$ cat src/rtl/dispatch_pkg.sv
// Shared types for the ROB dispatch front end: instruction classes, opcodes and RS id ranges.
package dispatch_pkg;

   typedef enum logic [1:0] {CL_LS, CL_ADD, CL_MULT, CL_ILLEGAL} instr_class_e;

   localparam logic [6:0] OPC_LOAD   = 7'b0000011;
   localparam logic [6:0] OPC_STORE  = 7'b0100011;
   localparam logic [6:0] OPC_OP     = 7'b0110011;
   localparam logic [6:0] OPC_OP_IMM = 7'b0010011;
   localparam logic [6:0] F7_MULDIV  = 7'b0000001;

   localparam logic [3:0] LS_FIRST   = 4'd1;
   localparam logic [3:0] LS_LAST    = 4'd6;
   localparam logic [3:0] ADD_FIRST  = 4'd7;
   localparam logic [3:0] ADD_LAST   = 4'd9;
   localparam logic [3:0] MULT_FIRST = 4'd10;
   localparam logic [3:0] MULT_LAST  = 4'd11;

   localparam int NUM_RS  = 12;
   localparam int NUM_ROB = 8;

   function automatic instr_class_e classify(input logic [6:0] opcode, input logic [6:0] funct7);
      instr_class_e cl;
      case (opcode)
         OPC_LOAD, OPC_STORE: cl = CL_LS;
         OPC_OP:              cl = (funct7 == F7_MULDIV) ? CL_MULT : CL_ADD;
         OPC_OP_IMM:          cl = CL_ADD;
         default:             cl = CL_ILLEGAL;
      endcase
      return cl;
   endfunction

endpackage

$ cat src/rtl/dispatch_fifo.sv
// Generic DEPTH x WIDTH synchronous FIFO; head word visible combinationally, one-cycle write-to-head.
// Caller must not push when full without popping, nor pop when empty.
module dispatch_fifo #(
   parameter int DEPTH = 4,
   parameter int WIDTH = 32
) (
   input  logic                     clk,
   input  logic                     rst_n,
   input  logic                     push,
   input  logic [WIDTH-1:0]         push_dat,
   input  logic                     pop,
   output logic [WIDTH-1:0]         head_dat,
   output logic [$clog2(DEPTH):0]   count,
   output logic                     full,
   output logic                     empty
);

   localparam int AW = $clog2(DEPTH);
   localparam int CW = AW + 1;

   logic [AW-1:0]    wptr_q, wptr_d, rptr_q, rptr_d;
   logic [CW-1:0]    count_q, count_d;
   logic [WIDTH-1:0] mem_q [DEPTH];
   logic [WIDTH-1:0] mem_d [DEPTH];

   always_comb begin
      mem_d   = mem_q;
      wptr_d  = wptr_q;
      rptr_d  = rptr_q;
      count_d = count_q;
      if (push) begin
         mem_d[wptr_q] = push_dat;
         wptr_d        = wptr_q + AW'(1);
      end
      if (pop) begin
         rptr_d = rptr_q + AW'(1);
      end
      case ({push, pop})
         2'b10:   count_d = count_q + CW'(1);
         2'b01:   count_d = count_q - CW'(1);
         default: count_d = count_q;
      endcase
   end

   always_ff @(posedge clk) begin
      if (!rst_n) begin
         wptr_q  <= '0;
         rptr_q  <= '0;
         count_q <= '0;
      end else begin
         wptr_q  <= wptr_d;
         rptr_q  <= rptr_d;
         count_q <= count_d;
      end
   end

   // Storage needs no reset: the pointers decide what is valid.
   always_ff @(posedge clk) begin
      mem_q <= mem_d;
   end

   assign head_dat = mem_q[rptr_q];
   assign count    = count_q;
   assign full     = (count_q == CW'(DEPTH));
   assign empty    = (count_q == '0);

endmodule

$ cat src/rtl/rob_dispatch_unit.sv
// ROB dispatch front end: queues instructions, classifies the head, allocates an in-order ROB entry
// and the lowest free RS of its class. Outputs registered one cycle after the head is seen; stalls on hazards.
module rob_dispatch_unit
   import dispatch_pkg::*;
#(
   parameter int QDEPTH         = 4,
   parameter int ROB_RESET_TAIL = 1
) (
   input  logic                      clk,
   input  logic                      rst_n,
   input  logic                      in_valid,
   input  logic [31:0]               in_instr,
   output logic                      in_ready,
   input  logic [7:0]                rob_busy,
   input  logic [11:0]               rs_busy,
   output logic [2:0]                index_rb,
   output logic [3:0]                index_rs,
   output logic [31:0]               instruction,
   output logic                      dispatch_valid,
   output logic                      stall_struct,
   output logic [$clog2(QDEPTH):0]   q_count
);

   localparam logic [2:0] TAIL_RST = 3'(ROB_RESET_TAIL);

   logic [31:0]   head_dat;
   logic          q_full, q_empty;
   logic          push, pop, fire, legal;
   instr_class_e  head_cl;
   logic [3:0]    rs_first, rs_last, rs_pick;
   logic          rs_found, rob_free;

   logic [2:0]    tail_q, tail_d;
   logic [11:0]   pend_rs_q, pend_rs_d;
   logic [7:0]    pend_rb_q, pend_rb_d;
   logic [2:0]    index_rb_q, index_rb_d;
   logic [3:0]    index_rs_q, index_rs_d;
   logic [31:0]   instruction_q, instruction_d;
   logic          dispatch_valid_q, dispatch_valid_d;
   logic          stall_struct_q, stall_struct_d;

   dispatch_fifo #(
      .DEPTH (QDEPTH),
      .WIDTH (32)
   ) u_fifo (
      .clk      (clk),
      .rst_n    (rst_n),
      .push     (push),
      .push_dat (in_instr),
      .pop      (pop),
      .head_dat (head_dat),
      .count    (q_count),
      .full     (q_full),
      .empty    (q_empty)
   );

   always_comb begin
      head_cl = classify(head_dat[6:0], head_dat[31:25]);
      case (head_cl)
         CL_LS:   begin rs_first = LS_FIRST;   rs_last = LS_LAST;   end
         CL_ADD:  begin rs_first = ADD_FIRST;  rs_last = ADD_LAST;  end
         CL_MULT: begin rs_first = MULT_FIRST; rs_last = MULT_LAST; end
         default: begin rs_first = 4'd15;      rs_last = 4'd0;      end
      endcase

      // Scan downward so the last hit is the lowest free id; pend_rs covers the busy-report lag.
      rs_pick  = 4'd0;
      rs_found = 1'b0;
      for (int n = NUM_RS - 1; n >= 0; n--) begin
         if (4'(n) >= rs_first && 4'(n) <= rs_last && !rs_busy[n] && !pend_rs_q[n]) begin
            rs_pick  = 4'(n);
            rs_found = 1'b1;
         end
      end

      rob_free = !rob_busy[tail_q] && !pend_rb_q[tail_q];
      legal    = !q_empty && (head_cl != CL_ILLEGAL);
      fire     = legal && rs_found && rob_free;
      pop      = fire || (!q_empty && (head_cl == CL_ILLEGAL));
   end

   assign in_ready = !q_full || fire;
   assign push     = in_valid && in_ready;

   always_comb begin
      tail_d           = fire ? tail_q + 3'd1 : tail_q;
      pend_rs_d        = fire ? (12'd1 << rs_pick) : 12'd0;
      pend_rb_d        = fire ? (8'd1 << tail_q) : 8'd0;
      index_rb_d       = fire ? tail_q : index_rb_q;
      index_rs_d       = fire ? rs_pick : 4'd0;
      instruction_d    = fire ? head_dat : 32'd0;
      dispatch_valid_d = fire;
      stall_struct_d   = legal && !fire;
   end

   always_ff @(posedge clk) begin
      if (!rst_n) begin
         tail_q           <= TAIL_RST;
         pend_rs_q        <= '0;
         pend_rb_q        <= '0;
         index_rb_q       <= TAIL_RST;
         index_rs_q       <= '0;
         instruction_q    <= '0;
         dispatch_valid_q <= 1'b0;
         stall_struct_q   <= 1'b0;
      end else begin
         tail_q           <= tail_d;
         pend_rs_q        <= pend_rs_d;
         pend_rb_q        <= pend_rb_d;
         index_rb_q       <= index_rb_d;
         index_rs_q       <= index_rs_d;
         instruction_q    <= instruction_d;
         dispatch_valid_q <= dispatch_valid_d;
         stall_struct_q   <= stall_struct_d;
      end
   end

   assign index_rb       = index_rb_q;
   assign index_rs       = index_rs_q;
   assign instruction    = instruction_q;
   assign dispatch_valid = dispatch_valid_q;
   assign stall_struct   = stall_struct_q;

endmodule
$ cat config.mk
export PLATFORM = sky130hd
export DESIGN_NAME = rob_dispatch_unit
export DESIGN_NICKNAME = d
export VERILOG_FILES = /design/src/rtl/dispatch_pkg.sv /design/src/rtl/dispatch_fifo.sv /design/src/rtl/rob_dispatch_unit.sv
export SDC_FILE = /design/constraint.sdc
export NUM_CORES = 1
export LEC_CHECK = 0
export CORE_MARGIN = 2
export CORE_UTILIZATION = 58
export DETAILED_ROUTE_END_ITERATION = 7
export PLACE_DENSITY = 0.83
export SKIP_CTS_REPAIR_TIMING = 1
export SYNTH_ARGS = -nofsm -noshare
export SYNTH_HDL_FRONTEND = slang
export SYNTH_HIERARCHICAL = 1
export SYNTH_SLANG_ARGS = --single-unit
$ cat constraint.sdc
create_clock -name clk -period 7.25 [get_ports clk]
set_input_delay 0.725 -clock clk [delete_from_list [all_inputs] [get_ports clk]]
set_output_delay 0.725 -clock clk [all_outputs]
set_load 0.05 [all_outputs]
==> results.md <==
* Worst setup EP type: output port
* WP data arrival at 4.92 ns
* Share of cells above drive strength 1 at 0.146
* Largest net degree at the start of global routing at 34
* Slew HR at 0.251
* I/O pin count at 100
* Post-synth EDFFs at 128
* Most common cell after layout, fill and taps aside: edfxtp_1
* Initial antenna violation count at 0
* Antenna cells at 0
* Seq pwr share at 0.483
* Required @ worst endpoint at 6.52 ns
* Number of distinct library cells after synthesis at 54
* Final hold vios at 0
* Max incr delay on CP at 0.91 ns
* Initial DRC count at 303
* Cells after synthesis at 432
* Core ar. at 12,500 sq um
* Clock Tree Root: clkbuf_16
* ANT nets after route at 0
* Synthesis Warnings at 6
* R2r startpoint: u_fifo/rptr_q[0]$_SDFFE_PN0P_
* Vias in the first global route at 4,120
* Fin nets at 601
* Async set-reset flop share out of synthesis at 0
* Critical path class: flip-flop to output port
* Sequential share of the synthesized area at 0.718
* Via density at 5.51
* Synth area leaders: edfxtp_1, dfxtp_1, mux4_2
* Area grow syn2layout at 23.4%
* Crit path max-delay cell type: nor4b_1
* Final setup TNS at 0 ns
* Mapped Avg Cell Area at 16.9 sq um
* GRT Resource Usage Total at 0.214
* Comb power frac at 0.192
* Synth Register Bits at 198
* Vias at 3,975
* NetSw at 0.755 mW
* Buf/Inv on CP at 1
* HP Class: flip-flop to flip-flop
* Final min period at 5.65 ns
* Status: complete, no violations
* Worst Tran Pin Value at 1.12 ns
* Final Non-Filler Cells at 721
* VDD IR max at 224 uV
* Final setup violation count at 0
* Sink Count at 198
* GR Overflow Total at 0
* Fmax at 177 MHz
* Hold_sp: index_rb[1]$_SDFFE_PN0P_
* First-pass GRT wire length at 20,900 um
* Pre-antenna DRT Iters at 4
* Period utilization at 0.779
* Final estimated routing congestion in global placement at 0.829
* Commonest non-fill, non-tap cells in the layout: edfxtp_1, clkdlybuf4s50_1, dfxtp_1
* Synth area leader: edfxtp_1
* H-tree depth at 4
* Switching share of power at 0.263
* M2 GR Usage at 0.368
* MaxCap Viol Count at 0
* Commonest register cell after synthesis: edfxtp_1
* Met3 Use GR at 0.0560
* IO buf count at 98
* Pwr Density at 318 nW/um^2
* CP startpoint kind: flip-flop
* Post-DP HPWL at 8340 um
* DRC errors left at 0
* Clock buffer count from CTS at 17
* Max clock buf depth at 2
* Worst Skew at 0.0125 ns
* Initial Util at 0.586
* Cell Int Power at 2.11 mW
* CP Cell Sequence: mux4_1, nor4b_1, and4b_1, o211ai_1, a311oi_4, nand2b_1, clkdlybuf4s50_1
* GR peak layer: met2
* Area of the mapped netlist at 7310 sq um
* Worst-Skew Late Latency at 0.43 ns
* TritonCTS clock tree: done
* P_leak at 3.23 nW
* Chip width at 116 um
* CP top delay family: simple AND/OR/NAND/NOR gates
* Worst setup path start: u_fifo/rptr_q[0]$_SDFFE_PN0P_
* Routed Wire Length at 13,500 um
* Synth top area share at 0.526
* Clock-pin slew on the worst setup and hold paths at 0.07 ns
* WL/cell at 18.7 um
* Max-slew violations at 0
* Clock power share at 0.326
* Met1 usage at 0.262
* RSZ-0062 raised after global routing: false
* Row count at 41
* Die ar. at 13,500 sq um
* Crit Path Max Fanout at 21
* Placed Cells at 689
* Die Span Y at 116 um
flip-flops by register name (all words and copies together) (netlist names):
name,flops
index_rs,4
u_fifo/rptr_q,2
pend_rs_q,11
u_fifo/mem_q,128
u_fifo/count,3
dispatch_valid,1
instruction,32
u_fifo/wptr_q,2
index_rb,3
stall_struct,1
tail_q,3
pend_rb_q,8
cell families after synthesis:
kind of cell | Yosys count | share of synthesized area
and+or+nand+nor | 115 | 0.0892
DFF | 198 | 0.718
xor gates and xnor gates | 6 | 0.00719
other | 1 | 0.000513
adders and majority gates | 10 | 0.0181
AOI/OAI and AO/OA | 34 | 0.0336
muxes | 36 | 0.108
buffers and inverters | 32 | 0.0259
final timing paths:
check	cells past startpoint	slack, ns	to
min reg2reg	2	0.47	index_rb[1]$_SDFFE_PN0P_
min	2	0.47	index_rb[1]$_SDFFE_PN0P_
max	7	1.60	in_ready
max reg2reg	14	2.00	u_fifo/count[2]$_SDFFE_PN0P_
synthesized netlist by cell type (4+ instances only):
cell      number
dfxtp_1       70
nand3_1        4
a21oi_1        8
and2_1        11
inv_1         15
nor2_1        21
nand2_1       12
edfxtp_1     128
o21ai_0        7
nor3_1         9
mux4_1         4
and3_1        36
ha_1           9
buf_2          4
mux4_2        29
clkbuf_1       7
per-layer routing:
metal / share of wire / up-vias
met4: 0.011 / 0
met5: 0 / -
met2: 0.51 / 146
li1: - / 1855
met3: 0.067 / 14
met1: 0.41 / 1960
worst register-to-register path, stage by stage (launching register included):
cell	delay, ns
dfxtp_2	0.80
mux4_1	0.68
nor4b_1	0.91
and4b_1	0.35
o211ai_1	0.21
a311oi_4	0.52
nand2b_1	0.22
and2_1	0.31
inv_1	0.09
ha_1	0.23
inv_1	0.07
fa_1	0.17
xor2_1	0.07
or3_1	0.31
a21boi_0	0.21
layout make-up:
type / count / area (sq um)
well taps: 172 / 215
inverters: 15 / 56.3
clock buffers: 22 / 539
fillers: 805 / 3450
clock inverters: 10 / 76.3
repair buffers: 100 / 996
flip-flops and latches: 198 / 5250
multi-input cells: 204 / 1890
metrics by stage:
step / utilization / setup slack (ns) / power, mW / cell area [sq um] / hold slack (ns)
after floorplan: - / 2.78 / 1.83 / 7320 / 0.481
after global placement: 0.674 / 2.13 / 1.93 / 8400 / 0.453
after detailed placement: 0.674 / 2.03 / 1.95 / 8400 / 0.460
after CTS: 0.724 / 1.55 / 2.89 / 9020 / 0.472
after global routing: 0.724 / 1.13 / 2.99 / 9020 / 0.487
final: 0.724 / 1.60 / 2.87 / 9020 / 0.466
power by group through the flow:
| stage | clock (mW) | combinational, mW | sequential, mW |
|---|---|---|---|
| after floorplan | 0 | 0.463 | 1.37 |
| after global placement | 0 | 0.528 | 1.40 |
| after detailed placement | 0 | 0.543 | 1.41 |
| after CTS | 0.949 | 0.552 | 1.39 |
| after global routing | 0.993 | 0.596 | 1.40 |
| final | 0.933 | 0.550 | 1.38 |
No activity file was read; power rests on OpenSTA's default activity.
